## src/rtl/shift_registers_var_pkg.sv

```systemverilog
// Shared constants and helpers for the variable-tap shift register.
// Optional feature macro: SHREG_CASCADE_EN (adds the SQ cascade output).
package shreg_pkg;

  // Default geometry: one SRLC32E-sized column of bytes.
  localparam int SHREG_WIDTH_DEF = 8;
  localparam int SHREG_DEPTH_DEF = 32;

  // Tap-address width for a given depth; never narrower than one bit so the
  // A port always exists, even for degenerate depths.
  function automatic int shreg_aw(input int depth);
    int w;
    w = $clog2(depth);
    if (w < 1) begin
      w = 1;
    end
    return w;
  endfunction

endpackage : shreg_pkg

```

## src/rtl/shift_registers_var_fill_ctr.sv

```systemverilog
// Fill-level tracker for the variable-tap shift register.
// Counts enabled shifts since reset or flush, saturating at DEPTH, and derives
// the per-tap valid flag and the full flag from that count.
// Optional feature macro: SHREG_CASCADE_EN (does not affect this block).
module shreg_fill_ctr
  import shreg_pkg::*;
#(
  parameter int DEPTH = SHREG_DEPTH_DEF,
  parameter int AW    = shreg_aw(DEPTH)
) (
  input  logic          clk,
  input  logic          rst_n,
  input  logic          inc,
  input  logic          clr,
  input  logic [AW-1:0] A,
  output logic          SO_VALID,
  output logic          FULL
);

  // One extra bit so the count can represent DEPTH itself.
  localparam logic [AW:0] FILL_MAX = (AW + 1)'(DEPTH);

  logic [AW:0] fill;
  logic [AW:0] fill_next;

  // Next fill level: flush wins over shift, and the count sticks at DEPTH.
  always_comb begin
    fill_next = fill;
    if (clr) begin
      fill_next = '0;
    end else if (inc && (fill != FILL_MAX)) begin
      fill_next = fill + 1'b1;
    end
  end

  // Fill register; reset is asynchronous so outputs clear without a clock.
  always_ff @(posedge clk or negedge rst_n) begin
    if (!rst_n) begin
      fill <= '0;
    end else begin
      fill <= fill_next;
    end
  end

  // Tap d is valid once more than d words have entered. Taps at or beyond
  // DEPTH can never satisfy this because fill never exceeds DEPTH.
  assign SO_VALID = ({1'b0, A} < fill);
  assign FULL     = (fill == FILL_MAX);

endmodule : shreg_fill_ctr

```

## src/rtl/shift_registers_var.sv

```systemverilog
// Parametrised multi-bit shift register with a runtime tap select, a fill
// tracker giving per-tap valid and full, and a synchronous flush of the fill
// level. Stage contents survive a flush; only reset clears them.
// Optional feature macro: SHREG_CASCADE_EN (adds SQ = oldest stage).
module shift_registers_var
  import shreg_pkg::*;
#(
  parameter int WIDTH = SHREG_WIDTH_DEF,
  parameter int DEPTH = SHREG_DEPTH_DEF,
  parameter int AW    = shreg_aw(DEPTH)
) (
  input  logic             clk,
  input  logic             rst_n,
  input  logic             clken,
  input  logic             clr,
  input  logic [WIDTH-1:0] SI,
  input  logic [AW-1:0]    A,
  output logic [WIDTH-1:0] SO,
  output logic             SO_VALID,
  output logic             FULL
`ifdef SHREG_CASCADE_EN
  ,
  output logic [WIDTH-1:0] SQ
`endif
);

  // Stage array: index 0 is the newest word, DEPTH-1 the oldest.
  logic [WIDTH-1:0] shreg [DEPTH];

  // A flush cycle suppresses the shift and drops SI.
  logic shift;
  assign shift = clken & ~clr;

  // One register per stage; each block owns exactly one array element.
  for (genvar gi = 0; gi < DEPTH; gi++) begin : g_stage
    logic [WIDTH-1:0] q;

    if (gi == 0) begin : g_head
      // Head stage captures the serial input on every shift.
      always_ff @(posedge clk or negedge rst_n) begin
        if (!rst_n) begin
          q <= '0;
        end else if (shift) begin
          q <= SI;
        end
      end
    end else begin : g_body
      // Body stages take the word from the next-newer stage.
      always_ff @(posedge clk or negedge rst_n) begin
        if (!rst_n) begin
          q <= '0;
        end else if (shift) begin
          q <= shreg[gi-1];
        end
      end
    end

    assign shreg[gi] = q;
  end

  // Tap mux as an AND-OR select; an out-of-range A matches no stage and
  // therefore reads as zero.
  always_comb begin
    SO = '0;
    for (int i = 0; i < DEPTH; i++) begin
      if ({1'b0, A} == (AW + 1)'(i)) begin
        SO = shreg[i];
      end
    end
  end

`ifdef SHREG_CASCADE_EN
  // Cascade output: the oldest stage regardless of the tap select.
  assign SQ = shreg[DEPTH-1];
`endif

  shreg_fill_ctr #(
    .DEPTH (DEPTH),
    .AW    (AW)
  ) u_fill_ctr (
    .clk      (clk),
    .rst_n    (rst_n),
    .inc      (clken),
    .clr      (clr),
    .A        (A),
    .SO_VALID (SO_VALID),
    .FULL     (FULL)
  );

endmodule : shift_registers_var

```

## config.mk

```make
export PLATFORM = sky130hd
export DESIGN_NAME = shift_registers_var
export DESIGN_NICKNAME = d
export VERILOG_FILES = /design/src/rtl/shift_registers_var_pkg.sv /design/src/rtl/shift_registers_var_fill_ctr.sv /design/src/rtl/shift_registers_var.sv
export SDC_FILE = /design/constraint.sdc
export NUM_CORES = 1
export LEC_CHECK = 0
export ABC_AREA = 1
export CORE_MARGIN = 8
export CORE_UTILIZATION = 45
export DETAILED_ROUTE_END_ITERATION = 6
export DONT_BUFFER_PORTS = 1
export GPL_TIMING_DRIVEN = 0
export SYNTH_ARGS = -nofsm -noshare
export SYNTH_HDL_FRONTEND = slang
export SYNTH_SLANG_ARGS = --single-unit
```

## constraint.sdc

```tcl
create_clock -name clk -period 4.3 [get_ports clk]
set_input_delay 0.645 -clock clk [delete_from_list [all_inputs] [get_ports clk]]
set_output_delay 0.645 -clock clk [all_outputs]
set_load 0.03 [all_outputs]
```

==> results.ini, run 1 <==
[final_layout]
layoutNonFillerInstCount = 1936
area_growth_syn_to_layout_pct = 11.5
finalNetCount = 1597
multiInputGateArea_mm2 = 0.00454
drive_gt1_share_pct = 5.08
antenna_cells = 0
finish.instance_area_mm2 = 0.0136
area.sequential_mm2 = 0.00656
n_fill_cell = 2606
utilization_pct = 50.7

[sta]
final.setup.tns_ps = 0
finalHoldViolCount = 262
skew_ps = 9.84
transition_time_at_the_pin_with_the_least_slew_margin_ps = 1140
setup_viol_count_final = 0
maxSlewViolCount = 0
final.period_utilization_pct = 95.1
max_freq_ghz = 0.244
worst_slew_margin_rel_pct = 23.1
layout_setup_ws_ps = 210
hold_slack_ps = -191
rsz0062_at_grt = no
final.min_clock_period_ps = 4090

[global_route]
largest_net_degree_at_the_start_of_global_routing = 263
grt.overflow.total = 0
first_global_vias = 9957
wire_length_of_the_first_global_routing_pass_um = 53000
antenna_found_initial = 0
grt_util_all_layers_pct = 19.7

[cts]
numClockSinks = 262
clock_tree.buffer_depth = 3
clkLatencyLatePin_ps = 540
tritoncts = built
cts_buffers = 30
cts.root.buffer_cell = clkbuf_16
clkTransAtPathRegs_ps = 60
htreeDepth = 1

[status]
run_status = complete, but fails checks
failing_checks = negative hold slack

[die]
total_i_o_pin_count = 27
die-width_um = 180
placementRows = 60
floorplan.die_area_mm2 = 0.0325
fp.dieH_um = 180
floorplan.core_area_mm2 = 0.0267
initial_util_pct = 45.5

[worst_hold_path]
hold_path_class = input pin to async pin

[worst_setup_path]
critical_path_class = input pin to primary output
worstPathMaxFanout = 10
setup.worst_path.end_class = primary output
worstSetupStartpointType = input pin
arrival_time_of_data_at_the_critical_path_endpoint_ps = 3450
reg2reg_setup_slack_ps = 2660
critPathRequiredTime_ps = 3650

[logic_synthesis]
number_of_enable_type_register_cells_in_the_synthesized_netlist = 0
synthDistinctLibCells = 29
synth-main-ff-cell = dfrtp_1
synth_top_area_share_pct = 54.0
seq_area_frac_synth_pct = 54.0
yosys_warnings = 0
ys_top_cells_by_count = nand2_1, o21ai_0, dfrtp_1
ys_top_cells_by_area = dfrtp_1, nand2_1, o21ai_0
synthArstFlopShare_pct = 100
postSynthCellCount = 1542
syn_area_per_cell_um2 = 7.88
post_synth_instance_area_mm2 = 0.0122
synthMostInstantiatedCell = nand2_1
postSynthRegisterBits = 262
synth_top_area_cell = dfrtp_1
mappedNetlistNets = 1565

[detailed_routing]
antenna_violating_nets_post_route = 0
wire_per_inst_um = 16.5
route.final.wire_length_um = 31900
routed-via-count = 10200
first_iter_violations = 938
dr.pass1.iters = 5
viasPerCell = 5.27
drcViolationCount = 0

[placement]
port-buffer-count = 0
gp_routability_congestion = 0.853
placed_cells_incl_taps = 1883
detailedPlacementHpwl_um = 22100
detailedPlace.worstSlack_ps = 172
placement.cell_area_mm2 = 0.0126

[power_and_ir_drop]
max-vdd-ir-drop_uv = 342
power-per-cell-area_mw_per_mm2 = 488
cellLeakagePower_uw = 0.00612

[flow_run]
cap_viol_max_count = 0

## logic make-up (layout without fill, tap and decap cells)
family	Yosys count	count (layout)	synth area share, %
AO/OA/AOI/OAI	311	311	12.9
AND/OR/NAND/NOR	685	685	23.8
flip-flops	262	262	54.0
adder cells (fa/ha/maj)	6	6	0.618
buffers and inverters	278	331	8.76
## registers in the layout, summed over array words and instances (netlist names)
signal,count
g_stage.q,256
u_fill_ctr.fill,6
## routing by layer
layer  share of wire, %  track usage [%]  vias up
met5                  0                0        -
met4                1.8             4.33        0
met3                4.9             2.80       38
met2                 46             32.1      246
met1                 47             27.6     4959
li1                   -                -     4969
## power breakdown
part / leakage (uW) / internal [uW] / switching [uW]
registers: 0.00344 / 2950 / 299
clock network: 0.000467 / 1520 / 971
logic: 0.00222 / 277 / 588
total: 0.00612 / 4750 / 1860
## what timing repair did
item | in CTS | in global routing
hold endpoints to repair | 262 | 262
endpoints found under the setup margin | 0 | 2
resized for setup | 0 | 2
buffers inserted | 0 | 0
## worst paths after layout
check	startpoint	to	cells after the start
worst min-delay path	rst_n	g_stage[17].q[3]	0
min in group clk	SI[4]	g_stage[0].q[4]	2
worst max-delay path	A[4]	SO[2]	21
max in group asynchronous	rst_n	g_stage[7].q[4]	0
worst max register to register	u_fill_ctr.fill[0]	u_fill_ctr.fill[5]	8
worst min register to register	g_stage[31].q[6]	g_stage[31].q[6]	2
## cells in the final DEF (no fill, tap or decap), types with 8 or more instances in the layout
cell type / instances
inv_2: 12
a21oi_1: 27
buf_1: 8
clkbuf_1: 64
dfrtp_1: 262
o21ai_0: 276
clkbuf_16: 31
nand2_1: 524
nor2_1: 39
inv_1: 198
nand4_1: 60
nand3_1: 29
nor3_1: 8
## worst max-delay path, stage by stage
cell and delay (ps):
buf_4 200, inv_2 130, buf_2 230, nand4_1 130
o21ai_0 80, nor2_1 130, nand3_1 110, nand2_1 110
nand4_1 150, nand2_1 140, nand4_1 120, nand2_1 120
nand4_1 130, nand2_1 120, nand4_1 120, nand2_1 120
nand4_1 120, nand2_1 120, nand4_1 120, nand2_1 110
nand3_2 180
## area by class of cell
class | count | share of cell area, %
inverters | 212 | 5.87
clock inverters | 3 | 0.480
clock buffers | 50 | 6.62
flip-flops and latches | 262 | 48.4
well taps | 341 | 3.15
multi-input cells | 1002 | 33.5
plain buffers | 66 | 1.99
## through the flow
step / hold WS [ps] / total power, uW
after floorplan: 349 / 3850
after global placement: 371 / 4120
after detailed placement: 370 / 4150
after CTS: -209 / 6670
after global routing: -220 / 6980
final: -191 / 6610
Power figures use the tool's default switching activity.
==> run 2: changes to the inputs <==
--- a/config.mk
+++ b/config.mk
@@ -6,6 +6,7 @@
 export NUM_CORES = 1
 export LEC_CHECK = 0
 export ABC_AREA = 1
+export CAP_MARGIN = 20
 export CORE_MARGIN = 8
 export CORE_UTILIZATION = 45
 export DETAILED_ROUTE_END_ITERATION = 6
==> constraint.sdc (replaced) <==
create_clock -name clk -period 4.85 [get_ports clk]
set_input_delay 0.7275 -clock clk [delete_from_list [all_inputs] [get_ports clk]]
set_output_delay 0.7275 -clock clk [all_outputs]
set_load 0.03 [all_outputs]
==> run 2 against run 1 <==
Net effect: largest cell class unchanged; critical path depth did not move; cell count up 0.10%; clock skew fell by 0.94 ps; sequential power down 11%; cell area hardly changed; combinational power fell by 11%; first-iteration DRC count grew 8.1%; the run still ends with negative hold slack left; register-to-register slack improved by 550 ps; critical path type unchanged; via count decreased by 0.21%.
==> results.ini, run 2 (synthesized netlist as in run 1, its figures left out) <==
[cts]
setup_fix_buffers_added_after_clock_tree_synthesis = 0  ; unchanged
numClockSinks = 262  ; unchanged
cts.root.buffer_cell = clkbuf_16
tritoncts = built
htreeDepth = 1  ; unchanged
clkTransAtPathRegs_ps = 60  ; about the same
clock_tree.buffer_depth = 3  ; unchanged
clkLatencyLatePin_ps = 540  ; about the same
cts_buffers = 30  ; unchanged

[worst_setup_path]
startpoint = A[4]
critical_path_class = input pin to primary output
setup.worst_path.end_class = primary output
reg2reg_setup_slack_ps = 3210  ; +550 ps
rr_startpoint = u_fill_ctr.fill[0]
worstPathMaxFanout = 10  ; unchanged
arrival_time_of_data_at_the_critical_path_endpoint_ps = 3580  ; +130 ps
worstSetupStartpointType = input pin
critPathRequiredTime_ps = 4120  ; +470 ps

[final_layout]
drive_gt1_share_pct = 5.07  ; -0.0064 points
finalNetCount = 1599  ; +0.13%
largest_register_ffs = 256  ; unchanged
largestRegisters = g_stage.q: 256 flops, u_fill_ctr.fill: 6 flops
final_common_cell = nand2_1
area_growth_syn_to_layout_pct = 11.6  ; about the same
n_fill_cell = 2603  ; -0.12%
antenna_cells = 0  ; unchanged
final_cell_mix = nand2_1, o21ai_0, dfrtp_1
utilization_pct = 50.7  ; about the same
max_flop_register = g_stage.q

[power_and_ir_drop]
power_switching_share_pct = 28.1  ; -0.035 points
power-per-cell-area_mw_per_mm2 = 432  ; -11%
part_of_the_total_power_dissipated_in_the_clock_network_pct = 37.7  ; about the same
cellLeakagePower_uw = 0.00612  ; about the same
max-vdd-ir-drop_uv = 304  ; -11%
power.switching_uw = 1640  ; -12%
logic_pwr_share_pct = 13.1  ; about the same
internal-power_uw = 4210  ; -11%
sequentialPowerShare_pct = 49.2  ; about the same
post-layout-total-power_uw = 5860  ; -11%

[status]
failing_checks = negative hold slack
run_status = complete, but fails checks

[sta]
final.setup.tns_ps = 0  ; unchanged
finalHoldViolCount = 262  ; unchanged
final.min_clock_period_ps = 4310
maxSlewViolCount = 0  ; unchanged
setup_viol_count_final = 0  ; unchanged
rsz0062_at_grt = no
final.period_utilization_pct = 88.9
max_freq_ghz = 0.232
hold_slack_ps = -110  ; +80.8 ps
skew_ps = 8.90  ; -0.941 ps
worst_slew_margin_rel_pct = 32.8  ; +9.6 points
transition_time_at_the_pin_with_the_least_slew_margin_ps = 1000  ; -143 ps

[global_route]
first_global_vias = 9957  ; unchanged
grt.overflow.total = 0  ; unchanged
largest_net_degree_at_the_start_of_global_routing = 263  ; unchanged
antenna_found_initial = 0  ; unchanged
wire_length_of_the_first_global_routing_pass_um = 53000  ; unchanged
grt_util_all_layers_pct = 19.7  ; unchanged

[detailed_routing]
dr.pass1.iters = 6  ; +1
routed-via-count = 10200  ; -0.21%
viasPerCell = 5.26  ; -0.31%
wire_per_inst_um = 16.5  ; about the same
route.final.wire_length_um = 32000  ; +0.13%
antenna_violating_nets_post_route = 0  ; unchanged
first_iter_violations = 1014  ; +8.1%
drcViolationCount = 0  ; unchanged

[die]
initial_util_pct = 45.5  ; unchanged
floorplan.core_area_mm2 = 0.0267  ; unchanged
die-width_um = 180  ; unchanged
fp.dieH_um = 180  ; unchanged
floorplan.die_area_mm2 = 0.0325  ; unchanged
placementRows = 60  ; unchanged
total_i_o_pin_count = 27  ; unchanged

[worst_hold_path]
hold_path_class = input pin to async pin

[placement]
detailedPlacementHpwl_um = 22100  ; unchanged
gp_routability_congestion = 0.853  ; unchanged
port-buffer-count = 0  ; unchanged

[flow_run]
cap_viol_max_count = 0  ; unchanged

[run 2: changes by cell type in the layout (fill, tap and decap cells not counted), sizes merged]
cell    delta
clkbuf     +2
[run 2: cell type report]
type / instances / area, um^2 / area share [%]
sequential: 262 / 6560 / 48.4
multi-input combinational: 1002 / 4530 / 33.4
clock buffer: 50 / 897 / 6.62
inverter: 212 / 796 / 5.87
tap: 341 / 427 / 3.15
buffer: 66 / 269 / 1.98
clock inverter: 3 / 65.1 / 0.480
timing repair buffer: 2 / 15.0 / 0.111
[run 2: final timing paths]
path,end,depth (start not counted)
max,SO[2],21
min,g_stage[17].q[1],0
max reg2reg,u_fill_ctr.fill[5],8
min reg2reg,g_stage[31].q[4],2
max in group asynchronous,g_stage[31].q[4],0
min in group clk,g_stage[0].q[4],2
[run 2: power groups by stage]
stage               registers [uW]  clock network, uW  logic (uW)
finish                        2880               2210         766
global route                  2940               2350         896
CTS                           2880               2260         774
detailed placement            2910                  0         769
global placement              2900                  0         749
floorplan                     2840                  0         571
[run 2: repair_timing]
action | in CTS | in global routing
setup endpoints to repair | 0 | 0
resized for setup | 0 | 0
endpoints found under the hold margin | 262 | 262
[run 2: layer usage]
layer	vias up	global-route usage [%]	wire, um
met3	40	2.80	1430
met2	212	32.1	14800
li1	4983	-	-
met4	0	4.33	596
met5	-	0	0
met1	4956	27.6	15200
[run 2: worst max-delay path, cell delays in order]
cell and delay, ps:
buf_4 200, inv_2 130, buf_2 230, nand4_1 120
o21ai_0 80, nor2_1 130, nand3_1 100, nand2_1 110
nand4_1 150, nand2_1 140, nand4_1 130, nand2_1 110
nand4_1 130, nand2_1 120, nand4_1 120, nand2_1 110
nand4_1 110, nand2_1 120, nand4_1 120, nand2_1 100
nand3_1 270
[run 2: metrics by stage]
step / std cells / area, um^2 / worst slack, ps
final: 1938 / 13600 / 540
after floorplan: 1542 / 12200 / 1580
after detailed placement: 1883 / 12600 / 557
after global placement: 1883 / 12600 / 572
after global routing: 1938 / 13600 / 346
after CTS: 1936 / 13500 / 553
